## src/rtl/alu_pkg.sv

```systemverilog
// Shared ALU definitions: M-extension divide op codes, the divide
// sequencer state encoding and small op-decode helpers.
package alu_pkg;

  localparam logic [4:0] ALU_DIV  = 5'h0e;
  localparam logic [4:0] ALU_DIVU = 5'h0f;
  localparam logic [4:0] ALU_REM  = 5'h10;
  localparam logic [4:0] ALU_REMU = 5'h11;

  typedef enum logic [2:0] {
    IDLE  = 3'd0,
    INIT  = 3'd1,
    ITER  = 3'd2,
    FIXUP = 3'd3,
    DONE  = 3'd4
  } div_state_t;

  // True for any of the four divide/remainder ops.
  function automatic logic is_div_op(input logic [4:0] code);
    return (code == ALU_DIV) || (code == ALU_DIVU) ||
           (code == ALU_REM) || (code == ALU_REMU);
  endfunction

  // True for the signed variants (div, rem).
  function automatic logic is_signed_op(input logic [4:0] code);
    return (code == ALU_DIV) || (code == ALU_REM);
  endfunction

  // True when the remainder rather than the quotient is returned.
  function automatic logic is_rem_op(input logic [4:0] code);
    return (code == ALU_REM) || (code == ALU_REMU);
  endfunction

endpackage

```

## src/rtl/div_step.sv

```systemverilog
// One radix-2 restoring division step: shift the next dividend bit into
// the partial remainder and subtract the divisor when it fits.
module div_step #(
  parameter int WIDTH = 32
) (
  input  logic [WIDTH:0]   i_r,
  input  logic [WIDTH-1:0] i_q,
  input  logic [WIDTH-1:0] i_d,
  output logic [WIDTH:0]   o_r_next,
  output logic [WIDTH-1:0] o_q_next
);

  logic [WIDTH:0] w_shift;
  logic [WIDTH:0] w_d_ext;
  logic           w_fits;

  // Partial remainder is one bit wider than the divisor so the unsigned
  // compare/subtract never loses the shifted-out top bit.
  assign w_shift  = {i_r[WIDTH-1:0], i_q[WIDTH-1]};
  assign w_d_ext  = {1'b0, i_d};
  assign w_fits   = (w_shift >= w_d_ext);
  assign o_r_next = w_fits ? (w_shift - w_d_ext) : w_shift;
  assign o_q_next = {i_q[WIDTH-2:0], w_fits};

endmodule

```

## src/rtl/div_sequencer.sv

```systemverilog
// Multi-cycle controller for div/divu/rem/remu. Runs a restoring divider
// for WIDTH iterations beside the single-cycle ALU, stalling the core
// until the result is ready. Divide-by-zero and signed overflow are
// resolved directly from the operands without iterating.
module div_sequencer
  import alu_pkg::*;
#(
  parameter int WIDTH = 32
) (
  input  logic             clk,
  input  logic             reset,
  input  logic             start,
  input  logic [4:0]       aluControl,
  input  logic [WIDTH-1:0] srcA,
  input  logic [WIDTH-1:0] srcB,
  output logic             stall,
  output logic             busy,
  output logic             done,
  output logic [WIDTH-1:0] result
);

  localparam int              CW         = $clog2(WIDTH);
  localparam logic [CW-1:0]   LAST_COUNT = CW'(WIDTH - 1);
  localparam logic [CW-1:0]   COUNT_ONE  = CW'(1);
  localparam logic [WIDTH-1:0] ALL_ONES  = {WIDTH{1'b1}};
  localparam logic [WIDTH-1:0] MIN_VAL   = {1'b1, {(WIDTH-1){1'b0}}};

  div_state_t       r_state;
  div_state_t       w_next_state;
  logic [CW-1:0]    r_count;
  logic [WIDTH-1:0] r_q;
  logic [WIDTH:0]   r_r;
  logic [WIDTH-1:0] r_d;
  logic [WIDTH-1:0] r_dividend;
  logic [WIDTH-1:0] r_divisor;
  logic             r_signed;
  logic             r_want_rem;
  logic [WIDTH-1:0] r_result;

  logic             w_is_div;
  logic             w_op_signed;
  logic             w_op_rem;
  logic             w_accept;
  logic             w_div_zero;
  logic             w_overflow;
  logic             w_special;
  logic             w_neg_a;
  logic             w_neg_b;
  logic [WIDTH:0]   w_r_next;
  logic [WIDTH-1:0] w_q_next;
  logic [WIDTH-1:0] w_quot;
  logic [WIDTH-1:0] w_rem;

  // Decode of the incoming request; only meaningful while IDLE.
  assign w_is_div    = is_div_op(aluControl);
  assign w_op_signed = is_signed_op(aluControl);
  assign w_op_rem    = is_rem_op(aluControl);
  assign w_accept    = (r_state == IDLE) && start && w_is_div;
  assign w_div_zero  = (srcB == {WIDTH{1'b0}});
  assign w_overflow  = w_op_signed && (srcA == MIN_VAL) && (srcB == ALL_ONES);
  assign w_special   = w_div_zero || w_overflow;

  // Sign handling uses the latched operands so the core may change its
  // inputs once the op has been accepted.
  assign w_neg_a = r_signed && r_dividend[WIDTH-1];
  assign w_neg_b = r_signed && r_divisor[WIDTH-1];
  assign w_quot  = (w_neg_a ^ w_neg_b) ? -r_q : r_q;
  assign w_rem   = w_neg_a ? -r_r[WIDTH-1:0] : r_r[WIDTH-1:0];

  div_step #(.WIDTH(WIDTH)) u_step (
    .i_r      (r_r),
    .i_q      (r_q),
    .i_d      (r_d),
    .o_r_next (w_r_next),
    .o_q_next (w_q_next)
  );

  // State register.
  always_ff @(posedge clk or posedge reset) begin
    if (reset) begin
      r_state <= IDLE;
    end else begin
      r_state <= w_next_state;
    end
  end

  // Next-state selection; special cases skip straight to DONE.
  always_comb begin
    w_next_state = r_state;
    case (r_state)
      IDLE: begin
        if (w_accept) begin
          w_next_state = w_special ? DONE : INIT;
        end else begin
          w_next_state = IDLE;
        end
      end
      INIT:  w_next_state = ITER;
      ITER: begin
        if (r_count == LAST_COUNT) begin
          w_next_state = FIXUP;
        end else begin
          w_next_state = ITER;
        end
      end
      FIXUP: w_next_state = DONE;
      DONE:  w_next_state = IDLE;
      default: w_next_state = IDLE;
    endcase
  end

  // Handshake outputs; stall drops in DONE so the core retires the result.
  always_comb begin
    stall = 1'b0;
    busy  = 1'b0;
    done  = 1'b0;
    case (r_state)
      IDLE: begin
        stall = start && w_is_div;
        busy  = 1'b0;
      end
      INIT, ITER, FIXUP: begin
        stall = 1'b1;
        busy  = 1'b1;
      end
      DONE: begin
        busy = 1'b1;
        done = 1'b1;
      end
      default: begin
        stall = 1'b0;
        busy  = 1'b0;
        done  = 1'b0;
      end
    endcase
  end

  // Datapath: operand capture, iteration registers and result update.
  always_ff @(posedge clk or posedge reset) begin
    if (reset) begin
      r_count    <= {CW{1'b0}};
      r_q        <= {WIDTH{1'b0}};
      r_r        <= {(WIDTH+1){1'b0}};
      r_d        <= {WIDTH{1'b0}};
      r_dividend <= {WIDTH{1'b0}};
      r_divisor  <= {WIDTH{1'b0}};
      r_signed   <= 1'b0;
      r_want_rem <= 1'b0;
      r_result   <= {WIDTH{1'b0}};
    end else begin
      case (r_state)
        IDLE: begin
          if (w_accept) begin
            r_dividend <= srcA;
            r_divisor  <= srcB;
            r_signed   <= w_op_signed;
            r_want_rem <= w_op_rem;
            if (w_div_zero) begin
              r_result <= w_op_rem ? srcA : ALL_ONES;
            end else if (w_overflow) begin
              r_result <= w_op_rem ? {WIDTH{1'b0}} : MIN_VAL;
            end
          end
        end
        INIT: begin
          r_q     <= w_neg_a ? -r_dividend : r_dividend;
          r_d     <= w_neg_b ? -r_divisor : r_divisor;
          r_r     <= {(WIDTH+1){1'b0}};
          r_count <= {CW{1'b0}};
        end
        ITER: begin
          r_r     <= w_r_next;
          r_q     <= w_q_next;
          r_count <= r_count + COUNT_ONE;
        end
        FIXUP: begin
          r_result <= r_want_rem ? w_rem : w_quot;
        end
        default: begin
          r_result <= r_result;
        end
      endcase
    end
  end

  assign result = r_result;

endmodule

```

## config.mk

```make
export PLATFORM = sky130hd
export DESIGN_NAME = div_sequencer
export DESIGN_NICKNAME = d
export VERILOG_FILES = /design/src/rtl/alu_pkg.sv /design/src/rtl/div_step.sv /design/src/rtl/div_sequencer.sv
export SDC_FILE = /design/constraint.sdc
export NUM_CORES = 1
export LEC_CHECK = 0
export CAP_MARGIN = 10
export CORE_MARGIN = 4
export CORE_UTILIZATION = 60
export DETAILED_ROUTE_END_ITERATION = 6
export PLACE_DENSITY = 0.84
export REMOVE_ABC_BUFFERS = 1
export SLEW_MARGIN = 25
export SYNTH_ARGS = -nofsm -noshare
export SYNTH_HDL_FRONTEND = slang
export SYNTH_SLANG_ARGS = --single-unit
export TNS_END_PERCENT = 1
```

## constraint.sdc

```tcl
create_clock -name clk -period 12.45 [get_ports clk]
set_input_delay 1.8675 -clock clk [delete_from_list [all_inputs] [get_ports clk]]
set_output_delay 1.8675 -clock clk [all_outputs]
set_load 0.02 [all_outputs]
```

==> metrics.csv, run 1 <==
stage,metric,value,unit
clock_tree,path_clk_slew,60,ps
clock_tree,cts_tree,built,
global_route,antenna_found_initial,0,
finish,final_common_cell,dfrtp_1,
clock_tree,postCtsSetupRepairBufs,0,
worst_setup_path,arrival,4170,ps
routing,drt_pass1_iterations,5,
finish,layout.nets,1670,
outcome,status,completed,
worst_setup_path,cp_top_family,simple AND/OR/NAND/NOR gates,
routing,post_drt_wl_per_cell,21.35,microns
finish,seqCellArea,0.005055,sq mm
timing,whs,477.3,ps
worst_setup_path,end_kind,primary output,
routing,via_per_inst,6.530,
hold_path,hold_path_class,reg -> reg,
routing,routed_wl,39630,microns
synthesis,synth_seq_cells,202,
floorplan,initial_core_util,61.25,%
clock_tree,cts_sinks,202,
worst_setup_path,path_cells,"clkdlybuf4s50_1, or4b_1, nand2_2, nand3b_1, o21ai_0, clkdlybuf4s50_1",
worst_setup_path,worst_path_most_repeated_cell,clkdlybuf4s50_1,
synthesis,ys_seq_area_share,37.70,%
synthesis,synth_edf_count,0,
worst_setup_path,worst-setup-path-type,in -> out,
job,maxCapViolations,0,
floorplan,core_area,0.02189,sq mm
finish,fillCellCount,1680,
synthesis,yosysTopAreaCell,dfrtp_1,
timing,max_freq,165.6,MHz
clock_tree,holdBufCountCts,0,
placed_design,place_area,0.01454,sq mm
finish,diodes,0,
synthesis,syn_area_per_cell,8.868,sq um
floorplan,die_area,0.02480,sq mm
worst_setup_path,path_buf_inv,2,
clock_tree,clock_latency,530,ps
worst_setup_path,start_kind,primary input,
floorplan,fp-row-count,54,
clock_tree,cts_resized,0,
floorplan,die_height,157.5,microns
timing,setup_tns,0,ps
power,p_leak,6.356,nW
timing,final.min_clock_period,6039,ps
synthesis,ys_types,83,
finish,drive_gt1_share,10.03,%
finish,layout_common_cells,"202 x dfrtp_1, 170 x nand2_1, 123 x o21ai_0",
synthesis,synth.area.top_cells,"dfrtp_1 38%, xor2_1 5.2%, mux2_2 5.0%",
worst_setup_path,max_stage_delay,850,ps
floorplan,die_w,157.5,microns
global_route,grt_max_degree,125,
clock_tree,cts_buffers,23,
worst_setup_path,cp.required,10580,ps
synthesis,netlist.area_leader.share,37.70,%
global_route,grt_pass1_vias,11780,
routing,final_antenna_net_count,0,
synthesis,syn_area,0.01341,sq mm
placed_design,dpl.hpwl,28240,microns
timing,hold_viol,0,
finish,area_delta_synth_final,14.88,%
timing,clock_skew,11.46,ps
floorplan,ios,107,
timing,worst_pin_slew,1025,ps
global_route,grt.total_usage,31.70,%
worst_setup_path,cp_max_fo,17,
worst_setup_path,critical-path-slowest-cell,or4b_1,
power,p_per_area,312.8,mW/mm^2
timing,relSlewSlack,31.67,%
finish,finalNonFillerCells,1856,
routing,drc,0,
synthesis,ys_warn_count,0,
power,ir_worst_vdd,0.0001509,V
placed_design,placed_cells,1813,
clock_tree,clock-root-buffer,clkbuf_16,
placed_design,portBuffers,106,
synthesis,ys.flop_type,dfrtp_1,
timing,rsz0062_at_grt,false,
finish,fin_area,0.01540,sq mm
routing,drt-initial-drc-count,1009,
global_route,grt_first_pass_wirelength,63090,microns
clock_tree,cts_max_path_buffers,3,
clock_tree,ctsHtreeMaxLevel,1,
timing,finalMaxSlewViolations,0,
routing,num_vias,12120,
global_route,gr-total-overflow,0,
timing,setup_viol,0,
timing,period_share,48.51,%
finish,postLayoutCoreUtil,70.37,%
synthesis,async_reset_ff_share,100.0,%
synthesis,syn_inst,1512,
finish,multi_input_area,0.007796,sq mm
placed_design,place_congestion,0.9834,
layout make-up:
cell class                      count  share of cell area (%)
Inverter                           53                   1.340
Multi-Input combinational cell   1162                   50.61
Tap cell                          280                   2.274
Clock inverter                     15                   1.356
Timing Repair Buffer              117                   7.578
Sequential cell                   202                   32.81
Clock buffer                       27                   4.029
layer usage:
metal / GRT usage [%] / vias to the layer above / routed length, microns
met5: 0 / - / 0
met4: 11.43 / 0 / 1342
met3: 4.344 / 93 / 3367
met2: 51.68 / 619 / 18550
met1: 43.54 / 5775 / 16370
li1: - / 5632 / -
per-stage QoR:
stage	power, mW	setup WS, ps
after floorplan	3.230	5072
after global placement	3.938	6496
after detailed placement	3.997	6454
after CTS	4.776	6424
after global routing	5.163	6340
final	4.819	6411
path summary, 6_finish.rpt:
check / startpoint / end / slack [ps] / cells past startpoint
setup reg to reg: r_r[3] / r_r[14] / 8920 / 9
hold reg to reg: r_d[23] / r_d[23] / 480 / 2
hold / removal: r_d[23] / r_d[23] / 480 / 2
setup / recovery: aluControl[1] / stall / 6410 / 6
min in group asynchronous: reset / result[29] / 1890 / 2
max in group asynchronous: reset / r_d[8] / 9310 / 3
cells by family (layout without fill, tap and decap cells):
| group | count (synthesis) | count (layout) | synth area share (%) |
|---|---|---|---|
| DFF | 202 | 202 | 37.70 |
| adders and majority gates | 39 | 39 | 3.695 |
| xor gates and xnor gates | 141 | 141 | 9.210 |
| AOI/OAI and AO/OA | 455 | 455 | 22.32 |
| muxes | 61 | 61 | 5.104 |
| buffers and inverters | 148 | 212 | 4.376 |
| and+or+nand+nor | 466 | 466 | 17.60 |
synth_stat cells, types with 5 or more instances:
cell / number
a21o_1: 22
a21oi_1: 81
a22oi_1: 30
a31oi_1: 10
and2_1: 7
and3_1: 6
buf_2: 19
clkbuf_1: 71
dfrtp_1: 202
ha_1: 38
inv_1: 52
mux2_2: 59
nand2_1: 171
nand2b_1: 12
nand3_1: 33
nand4_1: 22
nand4b_1: 6
nor2_1: 83
nor2b_1: 7
nor3_1: 38
nor4_1: 26
o211ai_1: 60
o21a_1: 7
o21ai_0: 123
o21ai_1: 23
o21bai_1: 6
o221ai_1: 19
o31ai_1: 18
o41ai_1: 7
o41ai_2: 5
or3_1: 11
or4_1: 7
xnor2_1: 62
xor2_1: 79
power by group:
part / switching (mW) / total, mW / internal (mW)
Clock: 0.290 / 0.751 / 0.461
Combinational: 1.57 / 2.70 / 1.12
Sequential: 0.415 / 1.37 / 0.957
registers in the layout, indices dropped and copies added, names as in the netlist:
signal / count
r_want_rem: 1
r_state: 3
r_q: 32
r_signed: 1
result: 32
r_r: 32
r_dividend: 32
r_divisor: 32
r_count: 5
r_d: 32
worst register-to-register path, cell delays in order (launching register included):
cell	delay [ps]
dfrtp_1	520
ha_1	470
nand3_1	120
o21bai_1	240
a211oi_2	300
o211ai_2	200
nand3b_1	220
a211o_1	420
nand2_1	440
o311ai_0	470
Note: power is estimated with default switching activity, not from simulation.
==> inputs of run 2 (changes only) <==
- clock period: 12.45 -> 6.2 ns (I/O delays scaled with it)
==> run 2 against run 1 <==
Net effect: critical path depth stayed put; hold slack worse by 3.4 ps; sequential share of layout area is 0.14 points higher; clock skew hardly changed; first-iteration DRC count is 0.99% higher; cell count is 0.11% lower; combinational power is 100% higher; worst setup slack worse by 4400 ps; largest cell class unchanged; largest power group unchanged.
==> metrics.csv, run 2 (synthesis results as in run 1) <==
stage,metric,value,unit
timing,worst_pin_slew,961.0,ps
timing,relSlewSlack,35.93,%
power,p_sw,4.511,mW
finish,drive_gt1_share,9.593,%
global_route,gr-total-overflow,0,
worst_setup_path,path_cells,"clkdlybuf4s50_1, or4b_1, nand2_2, nand3b_1, o21ai_0, clkdlybuf4s50_1",
floorplan,initial_core_util,61.25,%
placed_design,portBuffers,106,
timing,period_share,67.04,%
finish,final_common_cell,dfrtp_1,
worst_setup_path,start_kind,primary input,
finish,layout_common_cells,"202 x dfrtp_1, 170 x nand2_1, 123 x o21ai_0",
global_route,grt_pass1_vias,11650,
routing,drt_pass1_iterations,5,
global_route,grt.total_usage,31.00,%
finish,multi_input_area,0.007794,sq mm
routing,final_antenna_net_count,0,
floorplan,die_height,157.5,microns
power,pwr-share-seq,28.7,%
power,combPwrFrac,56.8,%
power,p_int,5.027,mW
clock_tree,path_clk_slew,60,ps
floorplan,fp-row-count,54,
clock_tree,cts_max_path_buffers,3,
power,ir_worst_vdd,0.0002973,V
worst_setup_path,worst-setup-path-type,in -> out,
worst_setup_path,r2r_setup_slack,2620,ps
timing,hold_viol,0,
power,p_per_area,621.8,mW/mm^2
timing,clock_skew,11.11,ps
worst_setup_path,cp_top_family,simple AND/OR/NAND/NOR gates,
placed_design,place_ws,1821,ps
timing,rsz0062_at_grt,false,
routing,post_drt_wl_per_cell,20.97,microns
hold_path,hold_path_class,reg -> reg,
routing,routed_wl,38870,microns
routing,drc,0,
clock_tree,cts_buffers,23,
clock_tree,clock-root-buffer,clkbuf_16,
power,p_leak,6.322,nW
power,swShare,47.29,%
floorplan,core_area,0.02189,sq mm
timing,max_freq,240.6,MHz
global_route,grt_max_degree,107,
global_route,antenna_found_initial,2,
floorplan,ios,107,
job,maxCapViolations,0,
finish,area_delta_synth_final,14.39,%
worst_setup_path,cp.required,5270,ps
clock_tree,cts_sinks,202,
clock_tree,cts_tree,built,
clock_tree,ctsHtreeMaxLevel,1,
worst_setup_path,path_buf_inv,2,
worst_setup_path,max_stage_delay,840,ps
power,clkPwrFrac,14.6,%
placed_design,dpl.hpwl,28370,microns
worst_setup_path,critical-path-slowest-cell,or4b_1,
worst_setup_path,worst_path_most_repeated_cell,clkdlybuf4s50_1,
routing,via_per_inst,6.547,
finish,diodes,0,
clock_tree,clock_latency,510,ps
clock_tree,cts_resized,0,
global_route,grt_first_pass_wirelength,61700,microns
routing,num_vias,12140,
timing,setup_viol,0,
floorplan,die_w,157.5,microns
clock_tree,postCtsSetupRepairBufs,0,
timing,setup_ws,2044,ps
timing,finalMaxSlewViolations,0,
floorplan,die_area,0.02480,sq mm
worst_setup_path,arrival,3230,ps
finish,layout.nets,1671,
worst_setup_path,end_kind,primary output,
routing,drt-initial-drc-count,1019,
finish,postLayoutCoreUtil,70.07,%
placed_design,place_congestion,0.9483,
finish,seqCellArea,0.005055,sq mm
worst_setup_path,cp_max_fo,17,
outcome,status,completed,
finish,fillCellCount,1701,
power,finalPower,9.538,mW
timing,final.min_clock_period,4156,ps
timing,setup_tns,0,ps
clock_tree,holdBufCountCts,0,
[run 2: cell types whose count changed in the layout (fill, tap and decap cells not counted), moves of 2 or more]
cell        before  now
buf_4            9   11
clkbuf_1         1    6
clkinv_2         7    2
clkinvlp_4       2    0
bufinv_16        5    3
[run 2: worst register-to-register path: cells and delay by family (launching register included)]
kind	cells	cell delay, ps
and+or+nand+nor	3	850
DFF	1	510
adders and majority gates	1	460
AOI/OAI and AO/OA	5	1640
[run 2: stage by stage]
stage	std cells	hold slack [ps]	area, sq um
finish	1854	473.9	15340
global placement	1814	457.2	14550
global route	1854	493.7	15340
floorplan	1417	449.4	13020
detailed placement	1814	465.6	14550
CTS	1853	477.8	15310
[run 2: power groups by stage]
stage               Sequential [mW]  Clock [mW]  Combinational, mW
floorplan                      2.60           0               3.88
global route                   2.81        1.46               5.97
detailed placement             2.71           0               5.32
global placement               2.67           0               5.20
finish                         2.73        1.39               5.42
CTS                            2.70        1.40               5.36
[run 2: final timing paths]
kind,startpoint,to,cells after the start
setup / recovery,aluControl[1],stall,6
hold / removal,result[26],result[26],1
setup reg to reg,r_r[3],r_r[21],9
hold reg to reg,result[26],result[26],1
max in group asynchronous,reset,r_dividend[27],3
min in group asynchronous,reset,result[26],2
[run 2: final cells by class]
class                      count  area share, %
sequential                   202          32.96
multi-input combinational   1162          50.81
inverter                      53          1.346
clock inverter                 6         0.7097
clock buffer                  33          4.258
timing repair buffer         118          7.635
tap                          280          2.284
[run 2: layer usage]
metal | global-route usage (%) | vias to the layer above | part of all wire [%]
met2 | 50.93 | 650 | 47
met3 | 5.004 | 96 | 9.9
met5 | 0 | - | 0.033
met1 | 41.97 | 5775 | 40
li1 | - | 5615 | -
met4 | 10.65 | 2 | 3.4
